==> config.mk <==
export PLATFORM = sky130hd
export DESIGN_NAME = window_generator
export DESIGN_NICKNAME = d
export VERILOG_FILES = /design/src/rtl/window_generator.sv
export SDC_FILE = /design/constraint.sdc
export NUM_CORES = 1
export LEC_CHECK = 0
export BUFFER_PORTS_ARGS = -buffer_cell sky130_fd_sc_hd__buf_2
export CORE_MARGIN = 2
export CORE_UTILIZATION = 25
export CTS_BUF_LIST = sky130_fd_sc_hd__clkbuf_8
export DETAILED_ROUTE_END_ITERATION = 10
export PLACE_DENSITY = 0.47
export SYNTH_ARGS = -nofsm -noshare
export SYNTH_HDL_FRONTEND = slang
export SYNTH_SLANG_ARGS = --single-unit
==> constraint.sdc <==
create_clock -name clk -period 6 [get_ports clk]
set_clock_uncertainty 0.05 [all_clocks]
set_input_delay 1.5 -clock clk [delete_from_list [all_inputs] [get_ports clk]]
set_output_delay 1.5 -clock clk [all_outputs]
set_load 0.01 [all_outputs]
==> src/rtl/window_generator.sv <==
// window_generator: streaming KxK sliding-window stage built from K-1 line buffers.
// Each window is emitted one cycle after its bottom-right pixel is accepted.
module window_generator #(
    parameter int DATA_WIDTH  = 8,
    parameter int KERNEL_SIZE = 3,
    parameter int IMG_WIDTH   = 8,
    parameter int IMG_HEIGHT  = 8
) (
    input  logic                  clk,
    input  logic                  reset,
    input  logic                  in_valid,
    output logic                  in_ready,
    input  logic [DATA_WIDTH-1:0] pixel_in,
    output logic                  out_valid,
    input  logic                  out_ready,
    output logic [DATA_WIDTH-1:0] window [0:KERNEL_SIZE-1][0:KERNEL_SIZE-1],
    output logic                  frame_done
);
    localparam int K  = KERNEL_SIZE;
    localparam int CW = (IMG_WIDTH > 1) ? $clog2(IMG_WIDTH) : 1;
    localparam int RW = (IMG_HEIGHT > 1) ? $clog2(IMG_HEIGHT) : 1;
    localparam logic [CW-1:0] COL_LAST = CW'(IMG_WIDTH - 1);
    localparam logic [RW-1:0] ROW_LAST = RW'(IMG_HEIGHT - 1);
    localparam logic [CW-1:0] COL_MIN  = CW'(K - 1);
    localparam logic [RW-1:0] ROW_MIN  = RW'(K - 1);

    if (IMG_WIDTH < KERNEL_SIZE) begin : g_bad_width
        $error("window_generator: IMG_WIDTH must be >= KERNEL_SIZE");
    end
    if (IMG_HEIGHT < KERNEL_SIZE) begin : g_bad_height
        $error("window_generator: IMG_HEIGHT must be >= KERNEL_SIZE");
    end

    logic [CW-1:0]         col_q, col_d;
    logic [RW-1:0]         row_q, row_d;
    logic                  out_valid_q, out_valid_d;
    logic                  frame_done_q, frame_done_d;
    logic                  accept, col_last, row_last, win_emit;
    logic [DATA_WIDTH-1:0] win_q [0:K-1][0:K-1];
    logic [DATA_WIDTH-1:0] lb_q  [0:K-2][0:IMG_WIDTH-1];

    assign in_ready   = !out_valid_q || out_ready;
    assign out_valid  = out_valid_q;
    assign frame_done = frame_done_q;
    assign window     = win_q;

    always_comb begin
        accept       = in_valid && in_ready;
        col_last     = col_q == COL_LAST;
        row_last     = row_q == ROW_LAST;
        col_d        = accept ? (col_last ? '0 : col_q + 1'b1) : col_q;
        row_d        = (accept && col_last) ? (row_last ? '0 : row_q + 1'b1) : row_q;
        // Columns left of K-1 would mix the previous row's tail into the window.
        win_emit     = accept && row_q >= ROW_MIN && col_q >= COL_MIN;
        out_valid_d  = accept ? win_emit : (out_valid_q && !out_ready);
        frame_done_d = accept && col_last && row_last;
    end

    always_ff @(posedge clk) begin
        if (reset) begin
            col_q        <= '0;
            row_q        <= '0;
            out_valid_q  <= 1'b0;
            frame_done_q <= 1'b0;
            for (int i = 0; i < K; i++)
                for (int j = 0; j < K; j++)
                    win_q[i][j] <= '0;
        end else begin
            col_q        <= col_d;
            row_q        <= row_d;
            out_valid_q  <= out_valid_d;
            frame_done_q <= frame_done_d;
            if (accept) begin
                for (int i = 0; i < K; i++)
                    for (int j = 0; j < K - 1; j++)
                        win_q[i][j] <= win_q[i][j+1];
                for (int i = 0; i < K - 1; i++)
                    win_q[i][K-1] <= lb_q[i][col_q];
                win_q[K-1][K-1] <= pixel_in;
            end
        end
    end

    // Line buffers are plain storage: oldest row in lb_q[0], newest in lb_q[K-2].
    always_ff @(posedge clk) begin
        if (accept) begin
            for (int i = 0; i < K - 2; i++)
                lb_q[i][col_q] <= lb_q[i+1][col_q];
            lb_q[K-2][col_q] <= pixel_in;
        end
    end
endmodule

Yosys cells after proc, flatten, opt, wreduce, memory -nomap -nowiden
Memories as Yosys holds them, arrays and structs flattened.
Index checks and enable logic that the tools add are counted.
Widths: inputs -> output; s select.
{ "word_totals": {"register_bits": 80, "ramBits": 128, "in_bits": 12, "mem_count": 1} }
{ "mem_list": {"columns": ["memory", "words", "width", "read_ports", "rd_ports_with_merged_regs", "wr", "line_no", "source"], "rows": [
  ["lb_q", 2, 64, 2, 0, 2, "40", "logic [DATA_WIDTH-1:0] lb_q [0:K-2][0:IMG_WIDTH-1];"]
]} }
{ "op_classes": {"n_addsub": 2, "order_cmp": 4, "n_eq_ne": 2, "n_mux": 13, "bitwise_logic": 1, "reduce_logical": 10} }
{ "ops": {"columns": ["operator", "count"], "rows": [
  ["$mux 64", 1],
  ["$bmux 8 s3", 2],
  ["$mux 8", 5],
  ["$demux 8 s3", 1],
  ["$logic_and 1x1->1", 7],
  ["$add 3x1->3 const B", 2],
  ["$eq 3x3->1 const B", 2],
  ["$ge 3x2->1 const B", 2],
  ["$mux 3", 2],
  ["$ge 4x4->1 const B", 1],
  ["$lt 4x1->1 const B", 1],
  ["$not 3->4", 1],
  ["$logic_not 1->1", 2],
  ["$mux 1", 2],
  ["$logic_or 1x1->1", 1]
]} }

Depth between registers and ports, before layout
{ "logic_depth": {"word_depth": 6, "mapped_depth": 7} }

Worst setup path before layout
No wires, ideal clock.
{ "synth_timing": {"kind": "input-to-reg", "from": "in out_ready", "to": "mem lb_q[0][112] (netlist name), enable pin", "setup_ns": 0.409, "t_arrival_ns": 3.223, "path_slack_ns": 2.318, "cell_stages": 5, "path_buffers": 2, "path_cell_list": "nand2b_1 -> nand2_1 -> buf_2 -> buf_1 -> nor3_1"} }
{ "synth_rtl": {"columns": ["element", "line_no", "source"], "rows": [
  ["from (decl)", "15", "input logic out_ready,"],
  ["to (decl)", "40", null]
]} }

Worst setup path in the final report
{ "layout_timing": {"from": "in out_ready", "to": "out in_ready"} }
{ "layout_via": {"elab_chain_len": 1} }
{ "layout_lines": {"columns": ["element", "line_no", "source"], "rows": [
  ["$logic_or 1x1->1", "42", "assign in_ready = !out_valid_q || out_ready;"],
  ["to (decl)", "12", "output logic in_ready,"]
]} }
Every way passes these cells.

==> run metrics <==
Final min period 3.76 ns; Mapped Area 7880 µm²; total global-route track usage 11.6%; Synth Area per Inst 12.7 µm²; Synth top area share 48.8%; post-cts resize count 0; Setup CP Type in2out; CTS max path bufs 3; root buffer cell clkbuf_8; worst-skew pair later-pin latency 0.52 ns; slowest stage cell, crit path nand2b_1; Hold Path Class reg2reg; clock sink count 208; Relative slew margins 25.2%; worst-path maximum fanout 13; Worst EP arrival 2.21 ns; post-synth top area cell edfxtp_1; DR pass1 iterations 4; Peak supply drop 126 µV; Final HPWL DP 11.8 mm; Via-to-Cell Ratio 4.43; Tcrit/Tclk final 62.7%; maxcap violations 0; Area contributors post-synth edfxtp_1 49%, dfxtp_1 20%, nand2_1 5.9%, a21oi_1 4.7%, mux2i_1 4.1%; Die ar. 33000 µm²; max incr delay on CP 0.36 ns; routed len/inst 16.6 µm; RSZ-0062 raised after global routing false; Top Family by Delay on Critical Path simple AND/OR/NAND/NOR gates; die width 182 µm; Max Freq 0.266 GHz; Worst Hold Endpoint window[67]; Post-DRT Antenna Nets 0; starting density of the core 25.2%; initial antenna violation count 0; Least-Margin Pin Slew 1.12 ns; Post-route DRC 0; Async SR Flop Fraction 0%; number of synthesized flops with an enable pin 128; vias in the first global route 5192; Top FF cell, synth edfxtp_1; crit-path cells buf_2 -> nand2b_1 -> buf_2; Syn Nets 637; P per Cell Area 318 nW/µm²; first-pass GRT wire length 30.1 mm; post-CTS setup buffer count 0; largest net degree at the start of global routing 76; share of layout cells above drive strength 1 24.9%; Port Buffer Count 86; total number of vias 5100; cts bufs inserted 36; FF+latch count, synth 208; hold buffers post-CTS 0; global route overflow 0; Inserted Diodes 0; Vert. Die Dim 182 µm; Hold Crit Depth 2; final WL 19.1 mm; clk slew on worst S/H paths 0.05 ns; Critical R2R Launch col_q[0]; I/O pin cnt 87; reg2reg setup slack 3.16 ns; cell count of the worst reg-to-reg path 3; DR iter-0 viols 265; Syn-to-layout area delta 19.2%; # rows 65; Fin Setup TNS 0 ns; reg-to-reg endpoint lb_q[0][51]; CP required 4.45 ns; Mapped Cells 621; CP endpoint kind output pin; CTS tree done; CP Buf/Inv Count 2; Synth cell types 46; final setup vio count 0; Final Hold Slack 0.399 ns; Final Slew Violations 0; static leakage 3.34 nW; Overall Power 2.99 mW; H-tree lvl count 2; status finished clean; synthesis warning total 0; final hold vios 0; sequential area share after synthesis 69.1%; critical path depth in cells 3; Net count, final 736; Startpoint Class input port; most used cell along the critical path buf_2; CORE AREA 31300 µm²; Routability Congestion 0.706; min-delay src window[67]
## power breakdown
part | total [mW] | leakage, nW | internal, mW | switching (mW)
logic | 0.217 | 1.16 | 0.0752 | 0.142
registers | 1.60 | 1.81 | 1.57 | 0.0279
clock network | 1.17 | 0.375 | 0.614 | 0.559
total | 2.99 | 3.34 | 2.26 | 0.729
## how the worst max path moves through the flow
stage | slack, ns | startpoint | endpoint
final | 2.24 | out_ready | in_ready
after global routing | 2.19 | out_ready | in_ready
after CTS | 2.24 | out_ready | in_ready
after detailed placement | 2.23 | out_ready | in_ready
after global placement | 2.26 | out_ready | in_ready
after floorplan | 2.32 | out_ready | lb_q[0][112]
## area by class of cell
class                   instances  area [µm²]
inverters                       4        15.0
clock inverters                26         111
well taps                     402         503
fillers                      3196       21900
clock buffers                  40         551
flip-flops and latches        208        5450
repair buffers                105         573
multi-input cells             365        2200
## worst min-delay path: stages, from the launching register on
cell and delay, ns:
dfxtp_1 0.30, nand2_1 0.05, a21oi_1 0.05
## layer usage
metal	routed length, µm	vias to the layer above	global-route usage (%)	part of all wire (%)
met1	9130	2507	15.8	48
met4	265	0	3.12	1.4
met5	0	-	0	0
met2	8920	110	18.9	47
li1	-	2460	-	-
met3	752	23	2.49	3.9
## state kept, by name (all words and copies together), names as in the netlist
register and count:
lb_q 128, window 72, col_q 3, row_q 3, frame_done 1, out_valid 1
## Yosys cell counts, drive strengths merged, types with 2 or more instances
cell       n
or3        2
inv        4
o22ai      9
nand2b     6
nor2b      2
clkbuf    21
o21a       8
o221ai     3
dfxtp     80
o21ai      7
ha         4
mux2i     32
buf       23
a221oi     9
edfxtp   128
o2bb2ai    2
a311oi     4
nand3b     2
a21oi     74
nand2    124
or3b       2
a221o      5
nand3      6
nor3       7
mux2      18
a211oi     3
nor2      27
## cells in the final DEF (no fill, tap or decap), types with 6 or more instances in the layout
master / netlist / layout
nand2_1: 124 / 123
dfxtp_1: 80 / 79
clkbuf_8: 0 / 40
a21oi_1: 74 / 74
mux2_2: 17 / 17
buf_2: 9 / 86
mux2i_1: 32 / 32
nand2b_1: 6 / 6
o21ai_0: 7 / 7
o22ai_1: 9 / 9
edfxtp_1: 128 / 128
buf_4: 1 / 19
o21a_1: 8 / 8
nand3_1: 6 / 6
clkinv_1: 0 / 9
inv_1: 4 / 14
nor2_1: 26 / 26
## per-stage QoR
stage | cells | worst slack [ns] | utilization [%] | instance area [µm²]
after floorplan | 621 | 2.32 | - | 7880
after global placement | 1084 | 2.26 | 27.9 | 8730
after detailed placement | 1084 | 2.23 | 27.9 | 8730
after CTS | 1150 | 2.24 | 30.0 | 9400
after global routing | 1150 | 2.19 | 30.0 | 9400
final | 1150 | 2.24 | 30.0 | 9400
## cells by family after synthesis
| kind of cell | share of synthesized area, % |
|---|---|
| AOI/OAI and AO/OA | 10.4 |
| adders and majority gates | 0.635 |
| buffers and inverters | 3.40 |
| DFF | 69.1 |
| muxes | 6.97 |
| and+or+nand+nor | 9.51 |
Power figures use the tool's default switching activity.
